### config.mk
export PLATFORM = sky130hd
export DESIGN_NAME = vram_arbiter
export DESIGN_NICKNAME = d
export VERILOG_FILES = /design/src/rtl/vram_pkg.sv /design/src/rtl/vram_slot_gen.sv /design/src/rtl/vram_arbiter.sv
export SDC_FILE = /design/constraint.sdc
export NUM_CORES = 1
export LEC_CHECK = 0
export CAP_MARGIN = 10
export CORE_MARGIN = 1.5
export CORE_UTILIZATION = 35
export DETAILED_ROUTE_END_ITERATION = 16
export RECOVER_POWER = 25
export SETUP_SLACK_MARGIN = 0.02
export SYNTH_ARGS = -nofsm -noshare
export SYNTH_HDL_FRONTEND = slang
export SYNTH_HIERARCHICAL = 1
export SYNTH_SLANG_ARGS = --single-unit
### constraint.sdc
create_clock -name clk_10M -period 3.4 [get_ports clk_10M]
set_clock_uncertainty 0.1 [all_clocks]
set_input_delay 1.02 -clock clk_10M [delete_from_list [all_inputs] [get_ports clk_10M]]
set_output_delay 1.02 -clock clk_10M [all_outputs]
set_load 0.05 [all_outputs]
### src/rtl/vram_pkg.sv
// rtl/vram_pkg.sv - shared types and constants for the video RAM arbiter
//
// Contents:
//   ADDR_W_DEF / DATA_W_DEF : default RAM word-address and data widths
//   FETCH_PHASE             : hcnt[1:0] value on which a video fetch is raised
//   state_t                 : arbiter FSM states
//   fetch_addr()            : raster position -> video RAM word address
package vram_pkg;

  localparam int ADDR_W_DEF = 14;
  localparam int DATA_W_DEF = 8;
  localparam logic [1:0] FETCH_PHASE = 2'b00;

  typedef enum logic [2:0] {
    IDLE,
    VID_RD,
    VID_CAP,
    CPU_RD,
    CPU_CAP,
    CPU_WR
  } state_t;

  // One word per 4 pixels: row from vcnt, column from hcnt[7:2].
  // Flip mirrors the screen by inverting both fields.
  function automatic logic [13:0] fetch_addr(input logic [7:0] v,
                                             input logic [5:0] h,
                                             input logic       f);
    return f ? {~v, ~h} : {v, h};
  endfunction

endpackage

### src/rtl/vram_slot_gen.sv
// rtl/vram_slot_gen.sv - video fetch request, address and pending/overrun tracking
//
// Ports:
//   clk_10M, reset          : clock, synchronous active-high reset
//   ce_5M, hcnt, vcnt       : pixel enable and raster counters (hcnt low byte only)
//   h_blank, v_blank, flip  : blanking and screen flip
//   idle                    : arbiter is in IDLE; any outstanding slot is consumed now
//   vid_go                  : a video fetch is wanted this cycle (pending or fresh)
//   vid_addr                : address of that fetch
//   vid_overrun             : sticky, a request arrived while one was still pending
module vram_slot_gen
  import vram_pkg::*;
#(
  parameter int ADDR_W = ADDR_W_DEF
) (
  input  logic              clk_10M,
  input  logic              reset,
  input  logic              ce_5M,
  input  logic [7:0]        hcnt,
  input  logic [7:0]        vcnt,
  input  logic              h_blank,
  input  logic              v_blank,
  input  logic              flip,
  input  logic              idle,
  output logic              vid_go,
  output logic [ADDR_W-1:0] vid_addr,
  output logic              vid_overrun
);

  logic              req;
  logic              pending;
  logic [ADDR_W-1:0] cur_addr;
  logic [ADDR_W-1:0] lat_addr;

  assign req      = ce_5M && (hcnt[1:0] == FETCH_PHASE) && !h_blank && !v_blank;
  assign cur_addr = ADDR_W'(fetch_addr(vcnt, hcnt[7:2], flip));

  // A fresh request seen while IDLE is served straight away so that it
  // wins against a CPU request arriving in the same cycle.
  assign vid_go   = pending || req;
  assign vid_addr = pending ? lat_addr : cur_addr;

  always_ff @(posedge clk_10M) begin
    if (reset) begin
      pending     <= 1'b0;
      lat_addr    <= '0;
      vid_overrun <= 1'b0;
    end else begin
      if (req) begin
        lat_addr <= cur_addr;
      end
      if (idle) begin
        // Pending slot is consumed now; a request in this same cycle is
        // only left over if the consumed one was the older latched slot.
        pending <= pending && req;
      end else if (req) begin
        pending <= 1'b1;
      end
      if (req && pending && !idle) begin
        vid_overrun <= 1'b1;
      end
    end
  end

endmodule

### src/rtl/vram_arbiter.sv
// rtl/vram_arbiter.sv - shares one synchronous video RAM between video fetch and CPU
//
// Ports:
//   clk_10M, reset                       : clock, synchronous active-high reset
//   ce_5M, hcnt, vcnt, h_blank, v_blank,
//   flip                                 : video timing
//   cpu_req, cpu_we, cpu_addr, cpu_wdata : CPU request (held until cpu_ack)
//   cpu_rdata, cpu_ack                   : CPU response (ack is a one-cycle pulse)
//   vid_data, vid_valid, vid_overrun     : fetched video word, its strobe, sticky error
//   ram_addr, ram_we, ram_wdata          : registered RAM command
//   ram_rdata                            : RAM data, valid the cycle after the address
module vram_arbiter
  import vram_pkg::*;
#(
  parameter int ADDR_W = ADDR_W_DEF,
  parameter int DATA_W = DATA_W_DEF
) (
  input  logic              clk_10M,
  input  logic              reset,
  input  logic              ce_5M,
  input  logic [8:0]        hcnt,
  input  logic [7:0]        vcnt,
  input  logic              h_blank,
  input  logic              v_blank,
  input  logic              flip,
  input  logic              cpu_req,
  input  logic              cpu_we,
  input  logic [ADDR_W-1:0] cpu_addr,
  input  logic [DATA_W-1:0] cpu_wdata,
  output logic [DATA_W-1:0] cpu_rdata,
  output logic              cpu_ack,
  output logic [DATA_W-1:0] vid_data,
  output logic              vid_valid,
  output logic              vid_overrun,
  output logic [ADDR_W-1:0] ram_addr,
  output logic              ram_we,
  output logic [DATA_W-1:0] ram_wdata,
  input  logic [DATA_W-1:0] ram_rdata
);

  state_t            state;
  state_t            state_nxt;
  logic              vid_go;
  logic [ADDR_W-1:0] vid_addr;
  logic              cpu_new;

  // hcnt[8] only distinguishes the blanking region, which arrives decoded.
  logic unused_hcnt8;
  assign unused_hcnt8 = hcnt[8];

  // While cpu_ack is high the CPU is still holding the finished request.
  assign cpu_new = cpu_req && !cpu_ack;

  vram_slot_gen #(
    .ADDR_W(ADDR_W)
  ) u_slot_gen (
    .clk_10M    (clk_10M),
    .reset      (reset),
    .ce_5M      (ce_5M),
    .hcnt       (hcnt[7:0]),
    .vcnt       (vcnt),
    .h_blank    (h_blank),
    .v_blank    (v_blank),
    .flip       (flip),
    .idle       (state == IDLE),
    .vid_go     (vid_go),
    .vid_addr   (vid_addr),
    .vid_overrun(vid_overrun)
  );

  always_ff @(posedge clk_10M) begin
    if (reset) begin
      state <= IDLE;
    end else begin
      state <= state_nxt;
    end
  end

  always_comb begin
    state_nxt = state;
    case (state)
      IDLE: begin
        if (vid_go) begin
          state_nxt = VID_RD;
        end else if (cpu_new) begin
          state_nxt = cpu_we ? CPU_WR : CPU_RD;
        end
      end
      VID_RD:  state_nxt = VID_CAP;
      VID_CAP: state_nxt = IDLE;
      CPU_RD:  state_nxt = CPU_CAP;
      CPU_CAP: state_nxt = IDLE;
      CPU_WR:  state_nxt = IDLE;
      default: state_nxt = IDLE;
    endcase
  end

  // RAM command is registered on leaving IDLE so it is stable throughout
  // the RD/WR state; CPU inputs are sampled only at that point.
  always_ff @(posedge clk_10M) begin
    if (reset) begin
      ram_addr  <= '0;
      ram_we    <= 1'b0;
      ram_wdata <= '0;
      vid_data  <= '0;
      vid_valid <= 1'b0;
      cpu_rdata <= '0;
      cpu_ack   <= 1'b0;
    end else begin
      ram_we    <= (state == IDLE) && (state_nxt == CPU_WR);
      vid_valid <= (state == VID_CAP);
      cpu_ack   <= (state == CPU_CAP) || (state == CPU_WR);
      if (state == IDLE) begin
        if (state_nxt == VID_RD) begin
          ram_addr <= vid_addr;
        end else if (state_nxt == CPU_RD) begin
          ram_addr <= cpu_addr;
        end else if (state_nxt == CPU_WR) begin
          ram_addr  <= cpu_addr;
          ram_wdata <= cpu_wdata;
        end
      end
      if (state == VID_CAP) begin
        vid_data <= ram_rdata;
      end
      if (state == CPU_CAP) begin
        cpu_rdata <= ram_rdata;
      end
    end
  end

endmodule
==> key figures, run 1 <==
Status
  • Outcome: complete, no violations

CTS
  • CTS Hold Bufs: 0
  • Clk root buf: clkbuf_8
  • Post-CTS Setup Inserts: 0
  • Clk buf depth: 2
  • Reg clk slew, reported paths: 0.07 ns
  • Clock net sink count: 60
  • Number of buffers created by CTS: 9
  • Clk_lat worst skew: 0.33 ns
  • Post-CTS resize count: 0
  • CTS tree: done
  • Max H-tree Level: 3

Synth
  • Most frequent cells after synthesis: dfxtp_1, mux2i_1, nor2_1
  • Seq/Total Area, Yosys: 41.5%
  • Post-Syn Area: 2890 um^2
  • Top_reg_cell synth: dfxtp_1
  • Top cells by area, synth: dfxtp_1, mux2i_1, mux2_2, nor3_1, nor2_1
  • Post-synth top area share: 41.5%
  • Synth Area per Inst: 9.74 um^2
  • Syn Nets: 352
  • Most common cell in the netlist: dfxtp_1
  • Synth Warn #: 6
  • Distinct cell type count of the synthesized netlist: 32
  • Post-synth EDFFs: 0
  • Leading area contributor after synthesis: dfxtp_1
  • Flops & latches, synth: 60
  • FFs w/ async S/R, synth: 0%
  • Gate Count Post-Synth: 297

Power and ir drop
  • Peak supply drop: 235 uV
  • Pwr Total: 1.85 mW
  • Power per cell area: 447 nW/um^2
  • Pleak: 1.51 nW

Global route
  • Global-route wire length before repair: 11400 um
  • Largest net degree at the start of global routing: 65
  • Overflow after GRT: 0
  • Tot GR Track Use: 16.6%
  • Initial antenna violation count: 0
  • Vias in the first global route: 2427

Worst setup path
  • CP startpoint kind: primary input
  • CP max FO: 8
  • Worst R2R Start: state[1]
  • Setup slack, reg-to-reg: 1.53 ns
  • Crit path kind: primary input to flop
  • Reg-to-reg endpoint: vid_data[6]
  • Crit path required time: 3.52 ns
  • Worst setup path startpoint: ce_5M
  • Setup crit end kind: flop
  • CP arrival: 3.04 ns
  • R2R cell count: 3

Worst hold path
  • Hold endpoint: ram_wdata[6]
  • Hold_sp: ram_wdata[6]
  • Hold Crit Class: flop to flop
  • Hold Path Depth: 2

Detailed routing
  • Number of routed nets with antenna violations: 0
  • Drt pass-1 iters: 4
  • Initial DRC Count: 82
  • Via count: 2369
  • Total wire length: 7010 um
  • WL/cell: 14.2 um
  • Vias per cell: 4.79
  • Drc violations: 0

Placed design
  • Post-DP HPWL: 4740 um
  • DP Area: 3950 um^2
  • Routability Congestion: 0.751
  • IO Port Bufs: 95

Final layout
  • Fin area: 4140 um^2
  • Area Overhead vs Synth: 43.1%
  • Final #Nets: 443
  • Layout cells sized above 1: 14.5%
  • FILL cells: 743
  • Antenna diodes: 0
  • Fin util: 52.8%

Floorplan
  • Die area: 8820 um^2
  • Core Rows: 32
  • Top Ports: 97
  • Width of the die: 93.9 um
  • Core ar.: 7850 um^2
  • Die Y: 93.9 um
  • Initial Util: 36.9%

STA
  • Final Max Tran Viols: 0
  • Achievable clock frequency: 0.341 GHz
  • Setup TNS: 0 ns
  • Final setup fails: 0
  • Final Critical Period: 2.93 ns
  • Slew margin rel.: 35.1%
  • Fin. Hold Viols: 0
  • Worst Max-Slew Pin Slew: 0.974 ns
  • Fin crit share: 86.2%
  • RSZ-0062 raised after global routing: no

Flow run
  • Max Cap Viol: 0
layer usage:
metal  up-vias  track usage (%)  share of wire [%]
met5         -                0                  0
met4         0             7.59                2.0
met3        12             3.48                4.9
met2        60             27.1                 47
met1      1105             20.9                 46
li1       1192                -                  -
kinds of logic (layout without fill, tap and decap cells):
| group | count (synthesis) | count (layout) | synth area share [%] |
|---|---|---|---|
| XOR/XNOR | 14 | 14 | 4.24 |
| AND/OR/NAND/NOR | 110 | 110 | 20.1 |
| flip-flops | 60 | 60 | 41.5 |
| buffers and inverters | 26 | 122 | 4.58 |
| multiplexers | 66 | 66 | 25.1 |
| AO/OA/AOI/OAI | 21 | 21 | 4.54 |
power breakdown:
group	internal [mW]	leakage [nW]	switching [mW]
logic	0.202	0.924	0.230
clock network	0.376	0.102	0.281
registers	0.740	0.488	0.0220
placed cells by master (no fill, tap or decap), types with 2 or more instances in the layout:
cell type and instances:
nor3_1 28, nand2_1 4, clkinv_2 2, mux2i_1 38, nor3b_2 2, buf_4 7
a211oi_1 2, clkbuf_8 11, mux2_2 20, mux2_4 8, clkdlybuf4s50_1 93, nor2b_1 16
dfxtp_1 60, clkbuf_1 2, xor2_1 14, nand2b_1 16, nor2_1 34, nor3b_1 3
a21oi_1 15, buf_12 2
state kept, by name, indices dropped and copies added, names as in the netlist, 3 cells and up:
name / count
ram_addr: 14
u_slot_gen/lat_addr: 14
cpu_rdata: 8
ram_wdata: 8
vid_data: 8
state: 3
area by class of cell:
type	count	area (um^2)	area share [%]
multi-input cells	211	1570	37.8
flip-flops and latches	60	1200	29.0
repair buffers	104	1040	25.0
clock buffers	12	155	3.75
well taps	102	128	3.08
clock inverters	4	47.5	1.15
inverters	2	7.51	0.181
critical path, stage by stage:
cell and delay (ns):
dlygate4sd3_1 0.53, nor3b_1 0.25, nand2_1 0.16, nand2_1 0.25
buf_4 0.25, mux2i_1 0.26, nor2_1 0.06, mux2_4 0.26
worst max-delay path by stage:
stage                   to  cells after the start
4_1_cts        ram_addr[1]                      8
3_5_place_dp   ram_addr[1]                      8
5_1_grt        ram_addr[1]                      8
3_3_place_gp   ram_addr[9]                      8
6_report       ram_addr[1]                      8
2_1_floorplan  ram_addr[9]                      9
metrics by stage:
stage / setup WS (ns) / instances / hold slack, ns
6_report: 0.471 / 495 / 0.378
5_1_grt: 0.340 / 495 / 0.403
4_1_cts: 0.628 / 495 / 0.382
3_5_place_dp: 0.283 / 479 / 0.363
3_3_place_gp: 0.324 / 479 / 0.360
2_1_floorplan: 0.578 / 297 / 0.389
Note: power is estimated with default switching activity, not from simulation.
==> run 2, diff against run 1 <==
--- a/config.mk
+++ b/config.mk
@@ -5,6 +5,7 @@
 export SDC_FILE = /design/constraint.sdc
 export NUM_CORES = 1
 export LEC_CHECK = 0
+export ABC_CLOCK_PERIOD_IN_PS = 3400
 export CAP_MARGIN = 10
 export CORE_MARGIN = 1.5
 export CORE_UTILIZATION = 35
==> results of run 2 <==
The final DEF is identical to that of run 1; final timing and power are the same.
